File: src/rtl/gate_motor_controller_pkg.sv
// Shared state codes, direction values and the registered output bundle
// for the gate motor sequencer and the HEX display decoder.
package gate_motor_controller_pkg;

  localparam logic [2:0] ST_CLOSED  = 3'd0;
  localparam logic [2:0] ST_OPENING = 3'd1;
  localparam logic [2:0] ST_OPEN    = 3'd2;
  localparam logic [2:0] ST_CLOSING = 3'd3;
  localparam logic [2:0] ST_STOPPED = 3'd4;
  localparam logic [2:0] ST_FAULT   = 3'd5;

  localparam logic DIR_OPEN  = 1'b1;
  localparam logic DIR_CLOSE = 1'b0;

  typedef struct packed {
    logic motor;
    logic sentido;
    logic led_verde;
    logic led_vermelho;
  } drive_t;

  function automatic logic is_moving(input logic [2:0] st);
    return (st == ST_OPENING) || (st == ST_CLOSING);
  endfunction

endpackage

File: src/rtl/gate_motor_controller_debounce_pulse.sv
// Button conditioner: 2-FF synchronizer, stable-level counter and a one-cycle
// pulse on each accepted rising level.
module debounce_pulse #(
  parameter int          CNT_W        = 30,
  parameter int unsigned DEBOUNCE_CYC = 500000
) (
  input  logic clk,
  input  logic rst_n,
  input  logic raw,
  output logic pulse
);

  localparam logic [CNT_W-1:0] LAST = CNT_W'((DEBOUNCE_CYC == 0) ? 0 : DEBOUNCE_CYC - 1);
  localparam logic [CNT_W-1:0] ONE  = CNT_W'(1);

  logic [1:0]       sync;
  logic             level;
  logic             level_q;
  logic [CNT_W-1:0] cnt;

  always_ff @(posedge clk) sync <= {sync[0], raw};

  // Level flips only after the synchronized input has disagreed with it for
  // DEBOUNCE_CYC consecutive cycles; any agreement restarts the count.
  always_ff @(posedge clk or negedge rst_n) begin
    if (!rst_n) begin
      cnt     <= '0;
      level   <= 1'b0;
      level_q <= 1'b0;
    end else begin
      level_q <= level;
      if (sync[1] == level) begin
        cnt <= '0;
      end else if (cnt == LAST) begin
        level <= sync[1];
        cnt   <= '0;
      end else begin
        cnt <= cnt + ONE;
      end
    end
  end

  assign pulse = level & ~level_q;

endmodule

File: src/rtl/gate_motor_controller.sv
// Gate motor sequencer: button/limit/obstacle inputs to motor enable and
// direction, with auto-close, obstacle reversal, travel timeout and dead time.
module gate_motor_controller
  import gate_motor_controller_pkg::*;
#(
  parameter int          CNT_W          = 30,
  parameter int unsigned DEBOUNCE_CYC   = 500000,
  parameter int unsigned DEAD_CYC       = 50000,
  parameter int unsigned TRAVEL_CYC     = 250000000,
  parameter int unsigned AUTO_CLOSE_CYC = 500000000
) (
  input  logic       clk,
  input  logic       rst_n,
  input  logic       botao,
  input  logic       aberto,
  input  logic       fechado,
  input  logic       obstaculo,
  output logic       motor,
  output logic       sentido,
  output logic       led_verde,
  output logic       led_vermelho,
  output logic [2:0] estado
);

  localparam logic [CNT_W-1:0] ONE        = CNT_W'(1);
  localparam logic [CNT_W-1:0] DEAD_LAST  = CNT_W'((DEAD_CYC == 0) ? 0 : DEAD_CYC - 1);
  localparam logic [CNT_W-1:0] TRAVEL_LIM = CNT_W'(TRAVEL_CYC);
  localparam logic [CNT_W-1:0] AUTO_LIM   = CNT_W'(AUTO_CLOSE_CYC);
  localparam logic             DEAD_SKIP  = (DEAD_CYC == 0);

  // Reset asserts asynchronously, releases two clocks later.
  logic [1:0] rst_q;
  logic       rst_sync_n;
  always_ff @(posedge clk or negedge rst_n) begin
    if (!rst_n) rst_q <= '0;
    else        rst_q <= {rst_q[0], 1'b1};
  end
  assign rst_sync_n = rst_q[1];

  // Sensor synchronizers run through reset so limits are valid at release.
  logic [1:0] ab_q, fe_q, ob_q;
  logic       aberto_s, fechado_s, obst_s, btn_pulse;
  always_ff @(posedge clk) begin
    ab_q <= {ab_q[0], aberto};
    fe_q <= {fe_q[0], fechado};
    ob_q <= {ob_q[0], obstaculo};
  end
  assign aberto_s  = ab_q[1];
  assign fechado_s = fe_q[1];
  assign obst_s    = ob_q[1];

  debounce_pulse #(.CNT_W(CNT_W), .DEBOUNCE_CYC(DEBOUNCE_CYC)) u_btn (
    .clk   (clk),
    .rst_n (rst_sync_n),
    .raw   (botao),
    .pulse (btn_pulse)
  );

  logic [2:0]       state, state_n;
  logic             last_dir, last_dir_n;
  logic [CNT_W-1:0] cnt, cnt_n, cnt_inc;
  logic             dead, dead_n;
  logic             travel_to, motor_n;
  drive_t           drv, drv_n;

  assign cnt_inc   = (cnt == '1) ? cnt : cnt + ONE;
  assign travel_to = dead && (cnt == TRAVEL_LIM);

  always_comb begin
    state_n    = state;
    last_dir_n = last_dir;
    if (state != ST_FAULT && aberto_s && fechado_s) begin
      state_n = ST_FAULT;
    end else begin
      case (state)
        ST_CLOSED:  if (btn_pulse) state_n = ST_OPENING;
        ST_OPENING: begin
          if (travel_to)      state_n = ST_FAULT;
          else if (aberto_s)  state_n = ST_OPEN;
          else if (btn_pulse) begin
            state_n    = ST_STOPPED;
            last_dir_n = DIR_OPEN;
          end
        end
        ST_OPEN:    if (cnt == AUTO_LIM || btn_pulse) state_n = ST_CLOSING;
        ST_CLOSING: begin
          if (travel_to)      state_n = ST_FAULT;
          else if (fechado_s) state_n = ST_CLOSED;
          else if (obst_s)    state_n = ST_OPENING;
          else if (btn_pulse) begin
            state_n    = ST_STOPPED;
            last_dir_n = DIR_CLOSE;
          end
        end
        ST_STOPPED: begin
          if (fechado_s)      state_n = ST_CLOSED;
          else if (aberto_s)  state_n = ST_OPEN;
          else if (btn_pulse) state_n = (last_dir == DIR_OPEN) ? ST_CLOSING : ST_OPENING;
        end
        ST_FAULT:   state_n = ST_FAULT;
        default:    state_n = ST_FAULT;
      endcase
    end
  end

  // One phase counter: dead time, then motor-on travel time, or auto-close.
  always_comb begin
    cnt_n  = cnt;
    dead_n = dead;
    if (state_n != state) begin
      cnt_n  = '0;
      dead_n = DEAD_SKIP;
    end else begin
      case (state)
        ST_OPENING, ST_CLOSING: begin
          if (!dead && cnt == DEAD_LAST) begin
            dead_n = 1'b1;
            cnt_n  = '0;
          end else begin
            cnt_n = cnt_inc;
          end
        end
        ST_OPEN: cnt_n = obst_s ? '0 : cnt_inc;
        default: cnt_n = '0;
      endcase
    end
  end

  always_comb begin
    drv_n              = drv;
    motor_n            = is_moving(state_n) && dead_n;
    drv_n.motor        = motor_n;
    drv_n.sentido      = motor_n ? ((state_n == ST_OPENING) ? DIR_OPEN : DIR_CLOSE) : drv.sentido;
    drv_n.led_verde    = (state_n == ST_OPENING) || (state_n == ST_FAULT);
    drv_n.led_vermelho = (state_n == ST_CLOSING) || (state_n == ST_FAULT);
  end

  always_ff @(posedge clk or negedge rst_sync_n) begin
    if (!rst_sync_n) begin
      state    <= ST_STOPPED;
      last_dir <= DIR_OPEN;
      cnt      <= '0;
      dead     <= 1'b0;
      drv      <= '0;
    end else begin
      state    <= state_n;
      last_dir <= last_dir_n;
      cnt      <= cnt_n;
      dead     <= dead_n;
      drv      <= drv_n;
    end
  end

  assign motor        = drv.motor;
  assign sentido      = drv.sentido;
  assign led_verde    = drv.led_verde;
  assign led_vermelho = drv.led_vermelho;
  assign estado       = state;

endmodule

File: config.mk
export PLATFORM = sky130hd
export DESIGN_NAME = gate_motor_controller
export DESIGN_NICKNAME = d
export VERILOG_FILES = /design/src/rtl/gate_motor_controller_pkg.sv /design/src/rtl/gate_motor_controller_debounce_pulse.sv /design/src/rtl/gate_motor_controller.sv
export SDC_FILE = /design/constraint.sdc
export NUM_CORES = 1
export LEC_CHECK = 0
export BUFFER_PORTS_ARGS = -buffer_cell sky130_fd_sc_hd__buf_2
export CAP_MARGIN = 20
export CORE_MARGIN = 2
export CORE_UTILIZATION = 55
export DETAILED_ROUTE_END_ITERATION = 8
export PLACE_DENSITY = 0.7
export SLEW_MARGIN = 10
export SYNTH_ARGS = -nofsm -noshare
export SYNTH_HDL_FRONTEND = slang
export SYNTH_HIERARCHICAL = 1
export SYNTH_SLANG_ARGS = --single-unit
File: constraint.sdc
create_clock -name clk -period 2.53 [get_ports clk]
set_input_delay 0.1265 -clock clk [delete_from_list [all_inputs] [get_ports clk]]
set_output_delay 0.1265 -clock clk [all_outputs]
set_load 0.02 [all_outputs]
==> metrics.txt <==
worst clock skew=0.00837 ns; Post-Syn Instances=473; slew margin rel.=52.9%; commonest cells after routing, fill and taps aside=dfrtp_1 (68), buf_4 (37), nand3_1 (32); layout cell share with drive strength beyond 1=21.6%; critical-path maximum fanout=5; Least-Margin Pin Slew=0.707 ns; area of the multi-input gates=2420 um^2; latest clock arrival within the worst-skew pair=0.36 ns; Hold Path Class=input port to async pin; Net Sw Frac=38.7%; Final Setup Violations=0; combinational power share=32.2%; Finished Layout Cells=626; grt peak-use layer=met2; Seq. cell area=1990 um^2; Core ar.=7770 um^2; vias in the first global route=3606; WP data required=2.78 ns; Post-DP Area=4760 um^2; Post-synth EDFFs=0; Antenna diodes=0; PortBufs=12; slack of the critical path=0.0474 ns; Remaining DRCs=0; area growth from synthesis to layout=18.3%; period utilization=98.1%; detailed router's first-iteration violation count=297; net switching power=1360 uW; FF+latch count, synth=81; PD cells=669 nW/um^2; Core Util, Final=67.4%; max-slew violations=0; top-area cell type share of the netlist area=40.1%; pre-CTS setup slack=0.0130 ns; hpwl dp=7370 um; YS warnings=6; Root Buffer=clkbuf_8; Peak VDD IR=0.391 mV; Final min period=2.48 ns; number of cells on the worst reg-to-reg path=9; commonest non-fill, non-tap cell in the layout=dfrtp_1; initial core utilization=57.0%; overall global routing resource usage=25.6%; vias per cell=6.27; vias post-DR=3922; P_int=2150 uW; Num CTS Buffers=9; Area contributors post-synth=dfrtp_1 (40%), nor4_1 (6.4%), xor2_1 (5.3%), nand4_1 (3.8%), nand3_1 (3.7%); DR WL/cell=17.6 um; leakage=0.00205 uW; Placed Cells=594; antenna violations before repair=0; die area=8780 um^2; top_reg_cell synth=dfrtp_1; MaxCap Viol Count=0; gr ovfl total=0; H-tree Lvls=3; Die W=93.7 um; Fill cells=620; run status=finished clean; GRT met2 Usage=39.3%; Longest Clk Path Bufs=2; CP arrival=2.74 ns; Synthesized Nets=483; final hold viol count=0; Distinct cells, synth=54; Achievable Freq=403 MHz; FFs w/ async S/R, synth=90.1%; first-pass GRT wire length=17700 um; met1 GRT Util=36.9%; RSZ-0062 raised after global routing=true; met3 Use GR=5.38%; sequential power share=42.1%; critical path capture point type=flip-flop; cell area after synthesis=4430 um^2; pin count of the biggest net entering global routing=44; Startpoint Class=flip-flop; CTS tree=built; Hold WS=0.0820 ns; final wirelength=11000 um; clk slew on worst S/H paths=0.09 ns; nets@finish=529; fin area=5240 um^2; antenna-violating nets left=0; Top Ports=13; Die Ht=93.7 um; CP Class=flip-flop to flip-flop; FP Rows=32; clock share of power=25.7%; synthesized area per cell=9.36 um^2; DR pass1 iterations=5; clock sink total=81; gpl congestion=0.931; Synth area leader=dfrtp_1; sequential share of the synthesized area=45.0%
==> repair_timing <==
action / CTS / global route
hold endpoints to repair: 6 / 0
cloned: 0 / 1
gates resized for setup: 2 / 27
endpoints found under the setup margin: 25 / 30
hold buffers: 5 / 0
buffers inserted: 0 / 10
pin swaps: 0 / 5
==> metal layers <==
| layer | wire [um] | vias up | share of wire, % |
|---|---|---|---|
| li1 | - | 1855 | - |
| met1 | 4890 | 1889 | 44 |
| met2 | 5240 | 156 | 48 |
| met3 | 684 | 22 | 6.2 |
| met4 | 190 | 0 | 1.7 |
| met5 | 0 | - | 0 |
==> synthesized netlist by cell type (7+ instances only) <==
cell,number
nand4_1,27
nand2_1,29
nor4_1,45
a21oi_1,19
nand3_1,33
dfxtp_1,8
nor2b_1,7
nor3_1,14
or4_1,10
nor2_1,30
clkbuf_1,17
o31ai_1,9
inv_1,15
xor2_1,27
or3_1,7
xnor2_1,15
and3_1,12
dfrtp_1,71
o21ai_0,12
==> power groups by stage <==
| stage | Sequential [uW] | Clock [uW] | Combinational [uW] |
|---|---|---|---|
| after floorplan | 1490 | 0 | 638 |
| after global routing | 1490 | 970 | 1200 |
| after detailed placement | 1490 | 0 | 933 |
| final | 1480 | 899 | 1130 |
| after global placement | 1490 | 0 | 922 |
| after CTS | 1470 | 916 | 943 |
==> critical path, stage by stage, from the launching register on <==
cell	delay, ns
dfrtp_1	0.38
nand4bb_1	0.21
or4_4	0.44
nor4b_4	0.33
o21a_1	0.16
nor2_2	0.06
mux2i_2	0.15
buf_4	0.17
buf_4	0.15
nor4bb_2	0.31
==> path summary, 6_finish.rpt <==
check / from / to / slack, ns
setup / recovery: cnt[8] / cnt[15] / 0.05
hold / removal: rst_n / rst_q[1] / 0.08
setup reg to reg: cnt[8] / cnt[15] / 0.05
hold reg to reg: rst_q[1] / cnt[18] / 0.33
max in group asynchronous: rst_q[1] / last_dir / 1.48
min in group clk: ob_q[0] / ob_q[1] / 0.33
==> flip-flops by register name, summed over array words and instances (netlist names) <==
name / count
ab_q: 2
u_btn/level: 1
dead: 1
fe_q: 2
u_btn/sync: 2
u_btn/level_q: 1
cnt: 30
led_vermelho: 1
sentido: 1
estado: 3
motor: 1
ob_q: 2
led_verde: 1
u_btn/cnt: 30
last_dir: 1
rst_q: 2
==> logic make-up (layout without fill, tap and decap cells) <==
family | after synthesis | in the layout | synth area share (%)
AOI/OAI and AO/OA | 57 | 57 | 8.28
xor gates and xnor gates | 42 | 42 | 8.31
adders and majority gates | 4 | 4 | 1.13
buffers and inverters | 39 | 90 | 3.99
DFF | 81 | 81 | 45.0
muxes | 2 | 2 | 0.565
other | 1 | 1 | 0.0847
and+or+nand+nor | 247 | 247 | 32.7
==> through the flow <==
step | total power (uW) | setup TNS [ns]
2_1_floorplan | 2130 | 0
6_report | 3500 | 0
5_1_grt | 3660 | -0.920
3_3_place_gp | 2410 | 0
4_1_cts | 3330 | 0
3_5_place_dp | 2430 | 0
==> layout make-up <==
class	instances	share of cell area, %
Sequential cell	81	38.1
Clock buffer	9	2.37
Inverter	15	1.08
Clock inverter	7	1.17
Tap cell	102	2.44
Timing Repair Buffer	59	8.75
Multi-Input combinational cell	353	46.1
Power figures use the tool's default switching activity.
